==> config.mk <==
export PLATFORM = sky130hd
export DESIGN_NAME = item_mem_arbiter
export DESIGN_NICKNAME = d
export VERILOG_FILES = /design/src/rtl/item_mem_arbiter.sv
export SDC_FILE = /design/constraint.sdc
export NUM_CORES = 1
export LEC_CHECK = 0
export CAP_MARGIN = 20
export CORE_ASPECT_RATIO = 1.4
export CORE_MARGIN = 3
export CORE_UTILIZATION = 46
export DETAILED_ROUTE_END_ITERATION = 8
export GPL_ROUTABILITY_DRIVEN = 0
export PLACE_DENSITY = 0.93
export REMOVE_ABC_BUFFERS = 1
export SLEW_MARGIN = 15
export SYNTH_ARGS = -nofsm -noshare
export SYNTH_HDL_FRONTEND = slang
export SYNTH_SLANG_ARGS = --single-unit
export TNS_END_PERCENT = 1
==> constraint.sdc <==
create_clock -name pclk -period 2.3 [get_ports pclk]
set_input_delay 0.46 -clock pclk [delete_from_list [all_inputs] [get_ports pclk]]
set_output_delay 0.46 -clock pclk [all_outputs]
set_load 0.01 [all_outputs]
==> src/rtl/item_mem_arbiter.sv <==
// Item-memory arbiter: serializes configuration and vend transactions onto one
// single-port item memory and does the stock/sold bookkeeping for vends.
module item_mem_arbiter #(
    parameter int MAX_ITEMS = 1024,
    localparam int AW = $clog2(MAX_ITEMS)
) (
    input  logic          pclk,
    input  logic          prstn,
    input  logic          cfg_mode,
    input  logic [AW:0]   active_items,
    input  logic          cfg_req,
    input  logic          cfg_we,
    input  logic [AW-1:0] cfg_addr,
    input  logic [31:0]   cfg_wdata,
    output logic          cfg_ack,
    output logic [31:0]   cfg_rdata,
    input  logic          vend_req,
    input  logic [AW-1:0] vend_idx,
    output logic          vend_ack,
    output logic [1:0]    vend_status,
    output logic [15:0]   vend_price,
    output logic          mem_en,
    output logic          mem_we,
    output logic [AW-1:0] mem_addr,
    output logic [31:0]   mem_wdata,
    input  logic [31:0]   mem_rdata
);

    typedef enum logic [2:0] {IDLE, ACCESS, CHECK, WB, DONE} state_t;

    localparam logic [1:0] ST_OK     = 2'b00;
    localparam logic [1:0] ST_EMPTY  = 2'b01;
    localparam logic [1:0] ST_BADIDX = 2'b10;

    state_t      state;
    logic        last_grant_cfg;
    logic        cur_cfg;
    logic        cur_we;
    logic [15:0] held_price;

    logic        grant_cfg;
    logic        grant_vend;
    logic        vend_bad;
    logic [15:0] rd_price;
    logic [7:0]  rd_stock;
    logic [7:0]  rd_sold;
    logic [7:0]  sold_next;
    logic [31:0] wb_word;

    // On a tie in round-robin mode the port that did not win last time goes first.
    always_comb begin
        grant_cfg  = cfg_req && (cfg_mode || !vend_req || !last_grant_cfg);
        grant_vend = vend_req && !grant_cfg;
        vend_bad   = ({1'b0, vend_idx} >= active_items);
    end

    always_comb begin
        rd_price  = mem_rdata[15:0];
        rd_stock  = mem_rdata[23:16];
        rd_sold   = mem_rdata[31:24];
        sold_next = (rd_sold == 8'hFF) ? 8'hFF : rd_sold + 8'd1;
        wb_word   = {sold_next, rd_stock - 8'd1, rd_price};
    end

    always_ff @(posedge pclk or negedge prstn) begin
        if (!prstn) begin
            state          <= IDLE;
            last_grant_cfg <= 1'b0;
            cur_cfg        <= 1'b0;
            cur_we         <= 1'b0;
            held_price     <= '0;
            cfg_ack        <= 1'b0;
            cfg_rdata      <= '0;
            vend_ack       <= 1'b0;
            vend_status    <= '0;
            vend_price     <= '0;
            mem_en         <= 1'b0;
            mem_we         <= 1'b0;
            mem_addr       <= '0;
            mem_wdata      <= '0;
        end else begin
            case (state)
                IDLE: begin
                    if (grant_cfg) begin
                        last_grant_cfg <= 1'b1;
                        cur_cfg        <= 1'b1;
                        cur_we         <= cfg_we;
                        mem_en         <= 1'b1;
                        mem_we         <= cfg_we;
                        mem_addr       <= cfg_addr;
                        mem_wdata      <= cfg_wdata;
                        state          <= ACCESS;
                    end else if (grant_vend) begin
                        last_grant_cfg <= 1'b0;
                        cur_cfg        <= 1'b0;
                        cur_we         <= 1'b0;
                        // Out-of-range slots are rejected without touching memory.
                        if (vend_bad) begin
                            vend_ack    <= 1'b1;
                            vend_status <= ST_BADIDX;
                            vend_price  <= '0;
                            state       <= DONE;
                        end else begin
                            mem_en    <= 1'b1;
                            mem_we    <= 1'b0;
                            mem_addr  <= vend_idx;
                            mem_wdata <= cfg_wdata;
                            state     <= ACCESS;
                        end
                    end
                end
                ACCESS: begin
                    mem_en <= 1'b0;
                    mem_we <= 1'b0;
                    if (cur_cfg && cur_we) begin
                        cfg_ack <= 1'b1;
                        state   <= DONE;
                    end else begin
                        state <= CHECK;
                    end
                end
                CHECK: begin
                    if (cur_cfg) begin
                        cfg_rdata <= mem_rdata;
                        cfg_ack   <= 1'b1;
                        state     <= DONE;
                    end else if (rd_stock == 8'd0) begin
                        vend_ack    <= 1'b1;
                        vend_status <= ST_EMPTY;
                        vend_price  <= rd_price;
                        state       <= DONE;
                    end else begin
                        // Write back the decremented stock to the same slot.
                        mem_en     <= 1'b1;
                        mem_we     <= 1'b1;
                        mem_wdata  <= wb_word;
                        held_price <= rd_price;
                        state      <= WB;
                    end
                end
                WB: begin
                    mem_en      <= 1'b0;
                    mem_we      <= 1'b0;
                    vend_ack    <= 1'b1;
                    vend_status <= ST_OK;
                    vend_price  <= held_price;
                    state       <= DONE;
                end
                DONE: begin
                    cfg_ack  <= 1'b0;
                    vend_ack <= 1'b0;
                    state    <= IDLE;
                end
                default: begin
                    mem_en   <= 1'b0;
                    mem_we   <= 1'b0;
                    cfg_ack  <= 1'b0;
                    vend_ack <= 1'b0;
                    state    <= IDLE;
                end
            endcase
        end
    end

endmodule
Word level (Yosys, flattened, before mapping)
Cells that the tools add are included.

storage, ports and cells
  flip-flop bits (word level) = 117
  bits of input ports = 101
  output and inout port bits = 96
  word-level logic and storage cells = 111

cells by class
  add/sub/neg operators = 2
  magnitude comparators = 1
  eq/ne operators = 16
  multiplexer cells = 51
  bitwise logic cells = 5
  reductions and logical operators = 23

operators by type and width
  kind                   number
  $mux W32               5
  $mux W16               5
  $pmux W32 S2           1
  $pmux W16 S3           1
  $mux W10               3
  $mux W1                18
  $mux W3                6
  $ne A2 B2 Y1 const B   9
  $pmux W3 S4            1
  $reduce_and A6 Y1      2
  $ge A10 B11 Y1         1
  $mux W2                5
  $reduce_and A5 Y1      2
  $pmux W1 S3            3
  $reduce_and A3 Y1      3
  $add A8 B1 Y8 const B  1
  $eq A8 B8 Y1 const B   1
  $logic_not A8 Y1       1
  $mux W8                1
  $sub A8 B1 Y8 const B  1
  $eq A3 B2 Y1 const B   2
  $ne A3 B3 Y1 const B   2
  $pmux W2 S3            1
  $not A1 Y1             5
  other kinds (11)       18

Depth between registers and ports, before layout
  word-level depth = 9
  gate-level depth with buffers = 9
  depth with buffers taken out = 8

Worst setup path after synthesis
No wires, ideal clock.

  path type = input-to-reg
  from = input port active_items[5]
  to = register mem_addr[0]
  setup time = 0.123 ns
  arrival = 2.101 ns
  data required time = 2.177 ns
  path slack = 0.077 ns
  stages on the path = 9
  path buffers = 1
  path through = inv_1 ha_1 a21oi_1 nand2_1 a21oi_1 nand2_1 or3b_2 buf_2 o221a_2

on the way
  cells in the longest elaborated chain, start to end = 3

ends and longest elaborated chain
  item                                line  text
  start: declaration                  10    input logic [AW:0] active_items,
  $ge A10 B11 Y1                      54    vend_bad = ({1'b0, vend_idx} >= active_items);
  $ne A2 B2 Y1 (no source line)       -
  $reduce_and A3 Y1 (no source line)  -
  end signal: assignment              90    mem_addr <= cfg_addr;
  end signal: assignment              106   mem_addr <= vend_idx;
  end: declaration                    24    output logic [AW-1:0] mem_addr,

Every way passes these cells.
A chain may end at the register's enable or synchronous reset.

Final worst setup path
  from = input port active_items[7]
  to = register mem_wdata[25]

on the way
  cells in the longest elaborated chain, start to end = 3

ends and longest elaborated chain
  item                                line  text
  $ge A10 B11 Y1                      54
  $ne A3 B3 Y1 (no source line)       -
  $reduce_and A5 Y1 (no source line)  -
  end signal: assignment              91    mem_wdata <= cfg_wdata;
  end signal: assignment              107   mem_wdata <= cfg_wdata;
  end signal: assignment              136   mem_wdata <= wb_word;
  end: declaration                    25    output logic [31:0] mem_wdata,

Every way passes these cells.

==> impl_metrics.toml <==
[critical_path]
regToRegSetupSlack_ns = 0.11
path_cells = "clkdlybuf4s50_1 > inv_1 > ha_1 > a21oi_1 > o22ai_2 > o21ai_2 > o21ai_2 > nand3b_4 > buf_12 > buf_4 > mux2i_1"
crit_arrival_ns = 2.61
cp_common_cell = "o21ai_2"
worst_path_largest_cell_delay_ns = 0.46
criticalPathCategory = "in2reg"
cp_slowest_cell = "clkdlybuf4s50_1"
end_kind = "flip-flop"
cp.required_ns = 2.62
path_max_fanout = 9
start_kind = "input port"

[detailed_routing]
wirelength_mm = 17.5
routedWlPerCell_um = 19.4
drt-pass1-iter-count = 5
drc = 0
vias_per_cell = 5.54
drtIter0Drc = 231
postRouteAntennaNets = 0
vias = 4982

[logic_synthesis]
synthMuxAreaShare = 0.158
synth_flop_cell = "dfrtp_1"
avgSynthCellArea_um2 = 11.1
synth_top_family_by_area = "multiplexers"
synth_warnings = 0
syn_area_mm2 = 0.00564
synth_top_area_frac = 0.519
synth_cell_type_count = 49
synth.top_cells.by_area = "dfrtp_1 52%, mux2_2 15%, nand2_1 5.7%, ha_1 2.9%, a21oi_1 2.6%"
ys_seq_elements = 117
synth-compound-area-share = 0.115
synth-xor-area-share = 0.0140
netlist_instances = 508
synthAdderAreaFrac = 0.0288
synth_top_cell_by_area = "dfrtp_1"
yosysSeqAreaShare = 0.519
synthArstFlopShare = 1.00
yosys.area_share.simple = 0.122
synth_edf_count = 0

[sta]
relSlewSlack = 0.354
skew_ns = 0.0124
fin_hold_ws_ns = 0.123
fmax_mhz = 436
fin_crit_ns = 2.29
timing.final.crit_share = 0.997
grt_setup_unrepaired = "yes"
timing.setup.tns_ns = 0
setup_viol = 0
slew_violations = 0
hold_viol = 0
worst_pin_slew_ns = 0.965

[clock_tree]
insertion_delay_ns = 0.41
cts_max_path_buffers = 2
numCtsBuffers = 17
clock-root-buffer = "clkbuf_16"
clk_pin_slew_worst_paths_ns = 0.06
clock-sinks = 117
htreeDepth = 4
cts_tree = "done"

[final_layout]
antenna_cells = 0
final_util = 0.735
layout-drive-gt1-share = 0.243
nFillCells = 726
final_cell_mix = "194 x clkdlybuf4s50_1, 117 x dfrtp_1, 86 x nand2_1, 59 x mux2_2, 35 x buf_4"
final_common_cell = "clkdlybuf4s50_1"
nNetsFinal = 854
fin_cells = 900
area_growth_pct = 54.8

[floorplan]
die_x_um = 99.6
rows = 47
initial_core_util = 0.475
core_mm2 = 0.0119
die_h_um = 137
die_area_mm2 = 0.0136
ios = 197

[pwr]
peakVddDrop_uv = 1060
total_power_mw = 12.1
power_density_mw_per_mm2 = 1390
p_leak_nw = 3.92

[hold_path]
hold_path.class = "in2async"

[placement]
io_buffers = 196
placedCellCount = 867
dp_hpwl_mm = 12.1

[grt]
grt_pass1_vias = 5351
grt_first_pass_wirelength_mm = 27.0
overflow = 0
grt_use_total = 0.253
grt_max_degree = 118
antenna_found_initial = 0

[job]
cap_violations = 0

[outcome]
status = "complete, no violations"
through the flow:
step | worst slack (ns) | cell area (um^2)
after floorplan | -0.676 | 5500
after global placement | -0.556 | 8020
after detailed placement | -0.657 | 8020
after CTS | -0.0280 | 8610
after global routing | -0.0810 | 8730
final | 0.00721 | 8730
worst paths after layout:
check	startpoint	cells after the start	end
max reg2reg	state[0]	4	held_price[15]
min reg2reg	vend_price[8]	1	vend_price[8]
max	active_items[7]	11	mem_wdata[25]
min	prstn	2	mem_addr[1]
min in group pclk	vend_price[8]	1	vend_price[8]
max in group asynchronous	prstn	2	held_price[14]
layout make-up:
cell class	count	area, um^2	area share
sequential	117	2930	0.335
multi-input combinational	341	2610	0.298
timing repair buffer	236	2340	0.268
clock buffer	19	453	0.0519
tap	147	184	0.0211
clock inverter	13	124	0.0142
inverter	27	103	0.0117
registers in the layout (all words and copies together), names as in the netlist:
| name | flops |
|---|---|
| cfg_rdata | 32 |
| mem_wdata | 32 |
| held_price | 16 |
| vend_price | 16 |
| mem_addr | 10 |
| state | 3 |
| vend_status | 2 |
| cfg_ack | 1 |
| cur_cfg | 1 |
| cur_we | 1 |
| mem_en | 1 |
| mem_we | 1 |
| vend_ack | 1 |
cell usage after synthesis, drive strengths merged, types with 4 or more instances:
cell	number
dfrtp	117
o21ai	21
o221a	10
nor2	16
a21o	17
nand2b	12
nand3b	5
nand2	87
nor3	4
o22ai	7
a21oi	29
mux2i	6
and3	4
buf	15
nand3	6
inv	26
mux2	74
xnor2	7
ha	13
clkbuf	8
cell families (layout without fill, tap and decap cells):
logic type / Yosys count / after routing
buffers and inverters: 50 / 295
flip-flops: 117 / 117
adder cells (fa/ha/maj): 13 / 13
AO/OA/AOI/OAI: 96 / 96
XOR/XNOR: 9 / 9
AND/OR/NAND/NOR: 143 / 143
multiplexers: 80 / 80
metal layers:
layer	part of all wire	routed length, um	vias up	track usage
met2	0.56	9770	223	0.476
met5	0	0	-	0
met3	0.064	1120	43	0.0694
met1	0.35	6090	2481	0.263
met4	0.029	505	0	0.104
li1	-	-	2235	-
critical path, delay by kind of cell:
kind | cells | cell delay (ns)
buf+inv | 4 | 0.85
compound gates | 4 | 0.54
fa+ha+maj | 1 | 0.31
simple gates | 1 | 0.24
mux | 1 | 0.19
where the power goes:
part,internal [mW],switching [mW]
clock network,1.55,0.990
logic,3.36,2.48
registers,3.10,0.634
timing repair:
action | CTS | global route
hold buffers | 0 | 0
pin swaps | 5 | 7
setup endpoints to repair | 73 | 73
setup buffers | 0 | 1
resized for setup | 7 | 23
gates cloned | 0 | 0
Note: power is estimated with default switching activity, not from simulation.
